--- config.mk ---
export PLATFORM = sky130hd
export DESIGN_NAME = gmii_tx_drain
export DESIGN_NICKNAME = d
export VERILOG_FILES = /design/src/rtl/gmii_tx_drain.sv
export SDC_FILE = /design/constraint.sdc
export NUM_CORES = 1
export LEC_CHECK = 0
export ABC_AREA = 1
export BUFFER_PORTS_ARGS = -buffer_cell sky130_fd_sc_hd__buf_2
export CAP_MARGIN = 5
export CORE_MARGIN = 4
export CORE_UTILIZATION = 30
export DETAILED_ROUTE_END_ITERATION = 10
export HOLD_SLACK_MARGIN = 0.06
export PLACE_DENSITY = 0.49
export SLEW_MARGIN = 20
export SYNTH_ARGS = -nofsm -noshare
export SYNTH_HDL_FRONTEND = slang
export SYNTH_SLANG_ARGS = --single-unit
--- constraint.sdc ---
create_clock -name clk -period 5.5 [get_ports clk]
set_input_delay 0.825 -clock clk [delete_from_list [all_inputs] [get_ports clk]]
set_output_delay 0.825 -clock clk [all_outputs]
set_load 0.02 [all_outputs]
--- src/rtl/gmii_tx_drain.sv ---
// gmii_tx_drain: frame-aware drain from a show-ahead TX FIFO onto GMII.
// Starts a frame on fill threshold or a fully buffered frame, enforces the IFG, and turns underrun into an errored, dropped frame.
//
// state | meaning
// IDLE  | waiting for port_en and a buffered frame or enough fill
// SEND  | popping words onto GMII, one per cycle
// DROP  | discarding the rest of an underrun frame up to its eop
// IFG   | inter-frame gap countdown
module gmii_tx_drain #(
    parameter int DATA_WIDTH      = 8,
    parameter int USEDW_WIDTH     = 8,
    parameter int START_THRESHOLD = 4,
    parameter int IFG_CYCLES      = 11,
    parameter int FCNT_WIDTH      = 8
) (
    input  logic                    clk,
    input  logic                    rst_n,
    input  logic                    port_en,
    input  logic [USEDW_WIDTH-1:0]  fifo_usedw,
    input  logic                    fifo_empty,
    input  logic [DATA_WIDTH+1:0]   fifo_rdata,
    input  logic                    fifo_frame_wr,
    output logic                    fifo_rdreq,
    output logic                    gmii_tx_en,
    output logic                    gmii_tx_er,
    output logic [DATA_WIDTH-1:0]   gmii_txd,
    output logic [15:0]             underrun_cnt,
    output logic [31:0]             tx_frame_cnt
);

    typedef enum logic [1:0] {
        IDLE = 2'd0,
        SEND = 2'd1,
        DROP = 2'd2,
        IFG  = 2'd3
    } state_t;

    // IFG_CYCLES is expected to be at least 1; the counter runs IFG_CYCLES-1 down to 0.
    localparam int IFG_W = (IFG_CYCLES > 1) ? $clog2(IFG_CYCLES) : 1;
    localparam logic [IFG_W-1:0] IFG_LOAD = IFG_W'(IFG_CYCLES - 1);

    state_t                 state;
    logic [FCNT_WIDTH-1:0]  fcnt;
    logic [IFG_W-1:0]       ifg_cnt;
    logic                   pop;
    logic                   pop_eop;
    logic                   start_ok;

    assign pop        = ((state == SEND) || (state == DROP)) && !fifo_empty;
    assign fifo_rdreq = pop;
    assign pop_eop    = pop && fifo_rdata[DATA_WIDTH+1];

    // The eop write pulse counts as a buffered frame in the same cycle so short frames start promptly.
    assign start_ok = port_en && ((fcnt != '0) || fifo_frame_wr ||
                                  (fifo_usedw >= USEDW_WIDTH'(START_THRESHOLD)));

    always_ff @(posedge clk or negedge rst_n) begin
        if (!rst_n) begin
            fcnt <= '0;
        end else if (fifo_frame_wr && !pop_eop && (fcnt != '1)) begin
            fcnt <= fcnt + 1'b1;
        end else if (pop_eop && !fifo_frame_wr && (fcnt != '0)) begin
            fcnt <= fcnt - 1'b1;
        end
    end

    always_ff @(posedge clk or negedge rst_n) begin
        if (!rst_n) begin
            state        <= IDLE;
            ifg_cnt      <= '0;
            gmii_tx_en   <= 1'b0;
            gmii_tx_er   <= 1'b0;
            gmii_txd     <= '0;
            underrun_cnt <= '0;
            tx_frame_cnt <= '0;
        end else begin
            gmii_tx_en <= 1'b0;
            gmii_tx_er <= 1'b0;
            gmii_txd   <= '0;
            case (state)
                IDLE: begin
                    if (start_ok) state <= SEND;
                end
                SEND: begin
                    if (!fifo_empty) begin
                        gmii_tx_en <= 1'b1;
                        gmii_tx_er <= fifo_rdata[DATA_WIDTH];
                        gmii_txd   <= fifo_rdata[DATA_WIDTH-1:0];
                        if (fifo_rdata[DATA_WIDTH+1]) begin
                            tx_frame_cnt <= tx_frame_cnt + 32'd1;
                            ifg_cnt      <= IFG_LOAD;
                            state        <= IFG;
                        end
                    end else begin
                        // underrun: one errored byte, then discard the remainder
                        gmii_tx_en <= 1'b1;
                        gmii_tx_er <= 1'b1;
                        if (underrun_cnt != '1) underrun_cnt <= underrun_cnt + 16'd1;
                        state <= DROP;
                    end
                end
                DROP: begin
                    if (pop_eop) begin
                        ifg_cnt <= IFG_LOAD;
                        state   <= IFG;
                    end
                end
                IFG: begin
                    if (ifg_cnt == '0) state <= IDLE;
                    else               ifg_cnt <= ifg_cnt - 1'b1;
                end
                default: state <= IDLE;
            endcase
        end
    end

endmodule

Yosys cells after proc, flatten, opt, wreduce, memory -nomap -nowiden

Cells that the tools add are included.
Widths: inputs -> output; s select.

Add/sub/neg operators: 5
$lt $le $gt $ge: 1
Eq/ne operators: 12
Multiplexer cells: 18
Bitwise gates (word level): 1
Reductions and logical operators: 22

Operators by type and width:

| cell                  | number |
|---|---|
| $add 32x1->32 const B | 1 |
| $mux 8                | 4 |
| $add 16x1->16 const B | 1 |
| $mux 4                | 4 |
| $ne 16x16->1 const B  | 1 |
| $ne 2x2->1 const B    | 6 |
| $pmux 4 s3            | 1 |
| $mux 2                | 5 |
| $add 8x1->8 const B   | 1 |
| $ge 8x3->1 const B    | 1 |
| $ne 8x8->1 const B    | 1 |
| $pmux 2 s4            | 1 |
| $reduce_bool 8->1     | 1 |
| $sub 8x1->8 const B   | 1 |
| $logic_and 1x1->1     | 7 |
| $reduce_and 3->1      | 2 |
| $reduce_and 5->1      | 1 |
| $eq 2x2->1 const B    | 2 |
| $logic_not 4->1       | 1 |
| $reduce_and 4->1      | 1 |
| $sub 4x1->4 const B   | 1 |
| $logic_not 1->1       | 3 |
| $logic_or 1x1->1      | 3 |
| $mux 1                | 3 |
| other kinds (6)       | 6 |

Register bits: 72
Input port bits: 23
Output and inout bits: 59
Word-level logic and storage cells: 67

Longest topological paths before layout

Gate-level depths: netlist (run 1).

Word-level depth: 8
Mapped depth: 14
Depth with buffers taken out: 14

Worst setup path before layout (run 1)

Ideal clock, no wire load.

Kind: input to register
Start: in fifo_empty
End: reg fcnt[7]
Setup time: 0.117 ns
Arrival time: 2.319 ns
Required time: 5.383 ns
Path slack: 3.064 ns
Stages: 12
Buffers on the path: 0
Cells stage by stage: inv_1 -> nand3_1 -> nand2_1 -> o21bai_2 -> ha_1 -> or2_2 -> nand3_1 -> nand2_1 -> nand2_1 -> nand2_1 -> nand2_1 -> nand2_1

Cells in the longest elaborated chain, start to end: 7
Elaborated cells on any way between the ends: 10
Those cells by class: mux: 1; reduce/logical: 9

RTL lines:

| what                                               | RTL line | source |
|---|---|---|
| start: declaration                                 | 20       | `input logic fifo_empty,` |
| $logic_not 1->1 (*)                                | -        |  |
| $logic_and 1x1->1 (*)                              | 49       | `assign pop = ((state == SEND) \|\| (state == DROP)) && !fifo_empty;` |
| $logic_and 1x1->1 (*)                              | 51       | `assign pop_eop = pop && fifo_rdata[DATA_WIDTH+1];` |
| $logic_not 1->1                                    | 60       | `end else if (fifo_frame_wr && !pop_eop && (fcnt != '1)) begin` |
| $logic_and 1x1->1 (2 in series)                    | 60       |  |
| $mux 8 / $reduce_bool 2->1 (equally long branches) | -        |  |
| end signal: assignment                             | 61       | `fcnt <= fcnt + 1'b1;` |
| end signal: assignment                             | 63       | `fcnt <= fcnt - 1'b1;` |
| end: declaration                                   | 43       | `logic [FCNT_WIDTH-1:0] fcnt;` |

Every way passes the cells marked *; elsewhere a longest branch is shown, timed or not.
A chain may end at the register's enable or synchronous reset.

Final worst setup path (run 1)

Start: reg state[0]
End: reg fcnt[7]

Cells in the longest elaborated chain, start to end: 8
Elaborated cells on any way between the ends: 12
Those cells by class: eq/ne: 2; mux: 1; reduce/logical: 9

RTL lines:

| what                                               | RTL line | source |
|---|---|---|
| start: declaration                                 | 42       | `state_t state;` |
| start signal: assignment                           | 69       | `state <= IDLE;` |
| start signal: assignment                           | 82       | `if (start_ok) state <= SEND;` |
| start signal: assignment                           | 92       | `state <= IFG;` |
| $eq 2x1->1 / $eq 2x2->1 (equally long branches)    | 49       |  |
| $logic_or 1x1->1 (*)                               | 49       |  |
| $logic_and 1x1->1 (*)                              | 49       |  |
| $logic_and 1x1->1 (*)                              | 51       |  |
| $logic_not 1->1                                    | 60       |  |
| $logic_and 1x1->1 (2 in series)                    | 60       |  |
| $mux 8 / $reduce_bool 2->1 (equally long branches) | -        |  |

Marks and branches as above.

==> results.md, run 1 <==
* DIE WIDTH at ~130 µm
* All-layer global routing usage at between 10 and 15%
* Net Sw Frac at 38.3%
* Number of instances in the synthesized netlist at just over 600
* Setup Total Neg Slack at 0 ns
* Result of the run: completed
* Slowest stage delay, CP at around 0.39 ns
* Class of the worst hold path: reg2reg
* Clock tree skew after final layout at 0.00387 ns
* Syn_nets at roughly 650
* Number of standard cells in the layout, taps in and fillers out at between 800 and 900
* Number of failing setup endpoints in the final timing report at 0
* Psw at 786 µW
* Clock root buffer: sky130_fd_sc_hd__clkbuf_16
* Number of max-capacitance violations reported at 0
* Clock share of power at between 20 and 30%
* Clock H-tree levels at 3
* Number of global-route vias before repair at ~4000
* Headroom to the max-slew limit at 37.3%
* R2r setup slk at 2.89 ns
* Startpoint types: flip-flop
* Number of rows in the core area at 43
* Critical path class: reg2reg
* Total core area at ~14000 µm²
* Largest fanout on the critical path at 9
* Post-CTS setup repair buffer count at 0
* Antenna Cells at 0
* Proportion of synthesized area in mux cells at 0%
* Commonest cells after routing, fill and taps aside: sky130_fd_sc_hd__nand2_1, sky130_fd_sc_hd__nor2_1, sky130_fd_sc_hd__buf_2
* Unrepaired setup endpoints after global routing: no
* Global-route wire length before repair at 18900 µm
* Area enclosed by the die boundary at ~17000 µm²
* Average size of a mapped cell at about 7 µm²
* Post-route standard cell area excluding fillers at roughly 5300 µm²
* Post-detail-place hpwl at 8290 µm
* Critical R2R Capture: fcnt[7]
* Depth of the worst register-to-register path at 13
* Number of nets still failing antenna checks after routing at 0
* Pin slew with the least headroom to its limit at 0.940 ns
* WP data arrival at approximately 2.8 ns
* CP Capture Type: flip-flop
* Clock latency of the later-clocked register in the worst-skew pair at about 0.34 ns
* Clock-pin slew on the worst setup and hold paths at ~0.050 ns
* Post-synthesis register bit count at 72
* Terminating pin of the worst hold path: tx_frame_cnt[16]
* Worst vdd ir at between 0.2 and 0.25 mV
* Most frequent standard cell in the layout excluding fill and tap cells: sky130_fd_sc_hd__nand2_1
* Startpoint of the most critical register-to-register path: state[0]
* Max Slew Vio Count at 0
* I/O Buffers at 79
* Post-place instance area at 4980 µm²
* Total of cells resized after clock tree synthesis at 0
* Share of the synthesized area in the top cell type at roughly two fifths
* DR WL/cell at ~12 µm
* Area fraction in and, or, nand and nor cells after synthesis at roughly two fifths
* Largest net degree at the start of global routing at 73
* Largest family of logic cells by synthesized area: simple AND/OR/NAND/NOR gates
* Relative contribution of combinational cells to total power at around 35%
* Static Leak at approximately 0.0028 µW
* DRC at 0
* Number of nets in the layout at roughly 740
* Post-Syn Area at approximately 4400 µm²
* Final core area utilization at between 30% and 40%
* Most repeated library cell on the critical path: sky130_fd_sc_hd__nand2_1
* Aggregate routed wire length at 11000 µm
* Number of clock sinks at slightly above 70
* Area added between synthesis and finish at 20.3%
* Final hold vios at 0
* Count of unique library cells instantiated by Yosys at 33
* Master of the slowest instance on the critical path: sky130_fd_sc_hd__dfrtp_1
* Hold Buf Count CTS at 0
* Achievable Freq at between 0.3 and 0.4 GHz
* Total placed cells including tap cells at 867
* Antenna violations before repair at 0
* Max Buffers Root-to-Sink at 2
* Fraction of final layout cells with drive strength greater than 1 at ~16%
* Worst-path cell chain: inv_1 > ha_1 > nand3_1 > nand2_1 > o21bai_2 > ha_1 > or2_2 > nand3_1 > nand2_1 > nand2_1 > nand2_1 > nand2_1 > nand2_1
* DR vias at 3998
* Sequential group share of total power at between 30% and 40%
* Adder-cell share of the synthesized area at under 10%
* Overflow left after global routing at 0
* Effective utilization at floorplan at between 30% and 40%
* Number of I/O pins at 82
* Weighted congestion reported at the end of routability-driven placement at 0.811
* Number of warning messages in the yosys log at 0
* Data required, critical path at roughly 5.7 ns
* Die boundary height at 129 µm
* 1st-iter DRT viols at ~240
* Instance count along the most critical hold path at 1
* Cell type with the largest total area after synthesis: sky130_fd_sc_hd__dfrtp_1
* Clock buffers created by TritonCTS at 9
* CTS tree: yes
* Internal power of the cells at between 1000 and 1500 µW
* Leading post-synthesis cells by cell area: sky130_fd_sc_hd__dfrtp_1, sky130_fd_sc_hd__nand2_1, sky130_fd_sc_hd__nor2_1
* Portion of the post-synthesis area used by sequential elements at 41.0%
* Clock period minus worst slack at 2.61 ns
* Count of fill cells added during filler insertion at approximately 1600
* Routed vias/inst at 4.53
* Final hold slack at 0.518 ns
* First-pass iteration count of the detailed router at 4
* Area share of xor/xnor cells in the synthesized design at under 10%
* HP Start: tx_frame_cnt[16]
* Compound-Gate Fraction of Synth Area at roughly 2.3%
* Fraction of the cycle the final worst path needs at roughly 47%
* Power density cells at approximately 400 nW/µm²
[logic make-up after synthesis]
kind of cell,after synthesis
and+or+nand+nor,402
DFF,72
buffers and inverters,72
adders and majority gates,16
xor gates and xnor gates,33
AOI/OAI and AO/OA,18
[critical path: cells and delay by family (launching register included)]
family                   cells  cell delay [ns]
AND/OR/NAND/NOR              9             0.98
adder cells (fa/ha/maj)      2             0.72
flip-flops                   1             0.39
AO/OA/AOI/OAI                1             0.30
buffers and inverters        1             0.11
[final cells by class]
type / count / area, µm² / area share, %
clock buffer: 13 / 260 / 4.93
clock inverter: 3 / 40.0 / 0.758
inverter: 67 / 251 / 4.76
multi-input combinational: 469 / 2300 / 43.6
sequential: 72 / 1800 / 34.1
tap: 180 / 225 / 4.27
timing repair buffer: 79 / 398 / 7.54
[power by group through the flow]
stage / Sequential (µW) / Combinational (µW) / Clock, µW
after floorplan: 763 / 513 / 0
after global placement: 731 / 721 / 0
after detailed placement: 734 / 738 / 0
after CTS: 728 / 741 / 622
after global routing: 744 / 837 / 644
final: 728 / 727 / 596
[through the flow]
stage	total power (µW)	worst slack [ns]
after detailed placement	1470	2.71
after floorplan	1280	3.06
after CTS	2090	2.87
after global placement	1450	2.75
after global routing	2220	2.67
final	2050	2.89
[per-layer routing]
layer  global-route usage (%)  wire length [µm]  up-vias
met5                        0                 0        -
met4                     3.15               105        0
met3                     4.19               516        8
met2                     23.6              5280       74
met1                     18.2              5080     1845
li1                         -                 -     2071
[flip-flops by register name (all words and copies together) (netlist names)]
register      flops
state             2
ifg_cnt           4
fcnt              8
underrun_cnt     16
gmii_txd          8
tx_frame_cnt     32
gmii_tx_er        1
gmii_tx_en        1
[cell usage after synthesis, drive strengths merged]
library cell  count
a21oi             4
buf               4
clkbuf            1
clkinv            1
dfrtp            72
fa                1
ha               15
inv              66
nand2           253
nand3            36
nand3b            5
nand4            15
nor2             87
nor3              4
o211ai            1
o21ai            12
o21bai            1
or2               2
xnor2            14
xor2             19
[worst max path at each step]
stage	from	end	slack, ns	cells after the start
2_1_floorplan	fifo_empty	fcnt[7]	3.06	12
3_3_place_gp	fifo_empty	fcnt[7]	2.75	13
3_5_place_dp	fifo_empty	fcnt[7]	2.71	13
4_1_cts	state[0]	fcnt[7]	2.87	13
5_1_grt	state[0]	fcnt[7]	2.67	14
6_report	state[0]	fcnt[7]	2.89	13
No activity file was read; power rests on OpenSTA's default activity.
==> run 2, diff against run 1 <==
- ABC_AREA: 1 -> 0
- PLACE_DENSITY: 0.49 -> 0.52
- clock period: 5.5 -> 2.1 ns (I/O delays scaled with it)
==> results.md, run 2 <==
* Ys async rst share at 100%
* Portion of the post-synthesis area used by sequential elements at approximately 51%
* Largest net degree at the start of global routing at 39
* Clock latency of the later-clocked register in the worst-skew pair at 0.33 ns
* Antenna violations before repair at 0
* Clock root buffer: sky130_fd_sc_hd__clkbuf_16
* Effective utilization at floorplan at 31.0%
* Weighted congestion reported at the end of routability-driven placement at roughly 0.75
* CP Capture Type: flip-flop
* Post-route standard cell area excluding fillers at between 4000 and 5000 µm²
* Depth of the worst register-to-register path at 11
* Leading post-synthesis cells by cell area: sky130_fd_sc_hd__dfrtp_1, sky130_fd_sc_hd__xnor2_1, sky130_fd_sc_hd__ha_1
* Proportion of synthesized area in mux cells at 2.46%
* Fraction of final layout cells with drive strength greater than 1 at between 30% and 40%
* Post-Syn Area at roughly 3600 µm²
* Clock tree skew after final layout at 0.00650 ns
* Startpoint of the most critical register-to-register path: state[0]
* Die boundary height at about 120 µm
* Antenna Cells at 0
* Clock-pin slew on the worst setup and hold paths at ~0.050 ns
* Count of fill cells added during filler insertion at between 1000 and 1500
* Top FF cell, synth: sky130_fd_sc_hd__dfrtp_1
* Setup Slack @ Placement at -0.229 ns
* Fraction of the cycle the final worst path needs at 111%
* Class of the worst hold path: in2reg
* Final core area utilization at between 40% and 50%
* Cell types with the highest counts after synthesis: sky130_fd_sc_hd__dfrtp_1, sky130_fd_sc_hd__xnor2_1, sky130_fd_sc_hd__nor2_1, sky130_fd_sc_hd__nand2_1, sky130_fd_sc_hd__nand3_1
* Post-place instance area at around 4500 µm²
* Max Buffers Root-to-Sink at 2
* Number of I/O pins at 82
* Number of nets in the layout at a little under 500
* Result of the run: finished, violations left
* Register with the most flip-flops: tx_frame_cnt
* Number of instances in the synthesized netlist at approximately 320
* Number of nets still failing antenna checks after routing at 0
* Area share of xor/xnor cells in the synthesized design at between 10% and 20%
* 1st-iter DRT viols at between 80 and 90
* DRC at 0
* Achievable Freq at between 0.4 and 0.5 GHz
* Count of flip-flops with a built-in enable after synthesis at 0
* Number of standard cells in the layout, taps in and fillers out at just under 600
* Data required, critical path at 2.31 ns
* Violated checks: setup timing
* First-pass iteration count of the detailed router at 4
* Post-synthesis register bit count at a little over 70
* Number of warning messages in the yosys log at 0
* Instance count along the most critical hold path at 2
* Critical path class: reg2reg
* Cell type with the largest total area after synthesis: sky130_fd_sc_hd__dfrtp_1
* Setup Total Neg Slack at -0.638 ns
* Max Slew Vio Count at 0
* Share of the synthesized area in the top cell type at about half
* Pin slew with the least headroom to its limit at 0.471 ns
* Compound-Gate Fraction of Synth Area at 6.63%
* I/O Buffers at 79
* Headroom to the max-slew limit at around two thirds
* R2r setup slk at -0.23 ns
* Syn_nets at roughly 360
* Adder-cell share of the synthesized area at under 10%
* Routed vias/inst at about 4.7
* DIE WIDTH at approximately 120 µm
* Largest family of logic cells by synthesized area: simple AND/OR/NAND/NOR gates
* Startpoint types: flip-flop
* Commonest cells after routing, fill and taps aside: sky130_fd_sc_hd__buf_2, sky130_fd_sc_hd__dfrtp_1, sky130_fd_sc_hd__buf_4
* Unrepaired setup endpoints after global routing: yes
* Worst setup slack after layout at -0.231 ns
* Area added between synthesis and finish at 37.9%
* Global-route wire length before repair at around 13000 µm
* Terminating pin of the worst hold path: gmii_txd[5]
* DR WL/cell at 13.8 µm
* DR vias at between 2000 and 3000
* Number of flip-flops in the largest register at 32
* Total core area at about 12000 µm²
* Registers with the most flip-flops: tx_frame_cnt: 32 flops, underrun_cnt: 16 flops
* Number of max-capacitance violations reported at 0
* Total placed cells including tap cells at about 580
* Most common cell in the netlist: sky130_fd_sc_hd__dfrtp_1
* All-layer global routing usage at about an eighth
* Number of global-route vias before repair at between 2000 and 3000
* Count of unique library cells instantiated by Yosys at 48
* Largest fanout on the critical path at 8
* Number of failing setup endpoints in the final timing report at 4
* Clock H-tree levels at 3
* Static Leak at about 0.0025 µW
* WP data arrival at approximately 2.5 ns
* CTS tree: yes
* Area enclosed by the die boundary at roughly 14000 µm²
* Post-detail-place hpwl at just over 6000 µm
* HP Start: fifo_rdata[5]
* Area fraction in and, or, nand and nor cells after synthesis at about a fifth
* Power density cells at ~1200 nW/µm²
* Clock period minus worst slack at ~2.3 ns
* Critical R2R Capture: fcnt[6]
* Clock buffers created by TritonCTS at 9
* Most frequent standard cell in the layout excluding fill and tap cells: sky130_fd_sc_hd__buf_2
* Overflow left after global routing at 0
* Number of rows in the core area at 39
* Worst vdd ir at roughly 0.43 mV
* Average size of a mapped cell at about 11 µm²
* Aggregate routed wire length at about 8200 µm
* Number of clock sinks at a little over 70
* Final hold vios at 0
-- run 2: cell count changes after synthesis, moves of 5 or more --
| cell | before | now |
|---|---|---|
| sky130_fd_sc_hd__nor2_1 | 81 | 21 |
| sky130_fd_sc_hd__o21ai_0 | 10 | 5 |
| sky130_fd_sc_hd__inv_1 | 63 | 11 |
| sky130_fd_sc_hd__a21oi_1 | 4 | 12 |
| sky130_fd_sc_hd__nand2_1 | 250 | 19 |
| sky130_fd_sc_hd__and2_1 | 0 | 11 |
| sky130_fd_sc_hd__nand3_1 | 33 | 19 |
| sky130_fd_sc_hd__and3_1 | 0 | 9 |
| sky130_fd_sc_hd__xnor2_1 | 14 | 36 |
-- run 2: through the flow --
step	hold slack, ns	power [µW]
2_1_floorplan	0.0194	3200
3_3_place_gp	0.309	4090
3_5_place_dp	0.311	4140
4_1_cts	0.181	5980
5_1_grt	0.191	6470
6_report	0.193	6020
-- run 2: worst max path at each step --
stage	start	end	slack (ns)	depth (start not counted)
after floorplan	state[0]	fcnt[6]	-0.32	10
after global placement	state[0]	fcnt[6]	-0.18	11
after detailed placement	state[0]	fcnt[7]	-0.23	11
after CTS	state[0]	fcnt[6]	-0.21	11
after global routing	state[1]	fcnt[6]	-0.36	11
final	state[0]	fcnt[6]	-0.23	11
-- run 2: final cells by class --
class / count / area [µm²] / share of cell area [%]
clock buffer: 12 / 267 / 5.42
clock inverter: 4 / 73.8 / 1.50
inverter: 11 / 41.3 / 0.840
multi-input combinational: 232 / 1810 / 36.8
sequential: 72 / 1800 / 36.6
tap: 143 / 179 / 3.64
timing repair buffer: 122 / 743 / 15.1
-- run 2: layer usage --
metal	global-route usage [%]	share of wire, %
met4	4.36	1.5
met1	16.2	47
met5	0	0
met2	20.1	47
met3	3.91	4.7
-- run 2: logic make-up (layout without fill, tap and decap cells) --
family,count (synthesis),after routing
multiplexers,8,8
AO/OA/AOI/OAI,36,36
adder cells (fa/ha/maj),16,16
XOR/XNOR,51,51
flip-flops,72,72
buffers and inverters,15,149
AND/OR/NAND/NOR,121,121
-- run 2: critical path, cell delays in order (launching register included) --
cell                       delay [ns]
sky130_fd_sc_hd__dfrtp_1         0.39
sky130_fd_sc_hd__inv_2           0.08
sky130_fd_sc_hd__ha_4            0.20
sky130_fd_sc_hd__nand3b_1        0.10
sky130_fd_sc_hd__o211ai_1        0.11
sky130_fd_sc_hd__buf_6           0.17
sky130_fd_sc_hd__fa_2            0.36
sky130_fd_sc_hd__a211oi_2        0.20
sky130_fd_sc_hd__o21bai_1        0.10
sky130_fd_sc_hd__a21oi_1         0.18
sky130_fd_sc_hd__xnor2_1         0.07
sky130_fd_sc_hd__mux2_2          0.25
-- run 2: repair_timing --
action | 4_1_cts | 5_1_grt
endpoints found under the setup margin | 6 | 16
hold endpoints to repair | 34 | 0
resized for setup | 5 | 8
hold buffers | 1 | 0
setup buffers | 0 | 3
pin swaps | 5 | 12
-- run 2: power breakdown --
group / total [µW] / internal [µW] / leakage [µW] / switching [µW]
clock network: 1720 / 1140 / 0.000169 / 577
logic: 2500 / 1270 / 0.00138 / 1230
registers: 1800 / 1630 / 0.000950 / 168
total: 6020 / 4040 / 0.00249 / 1980
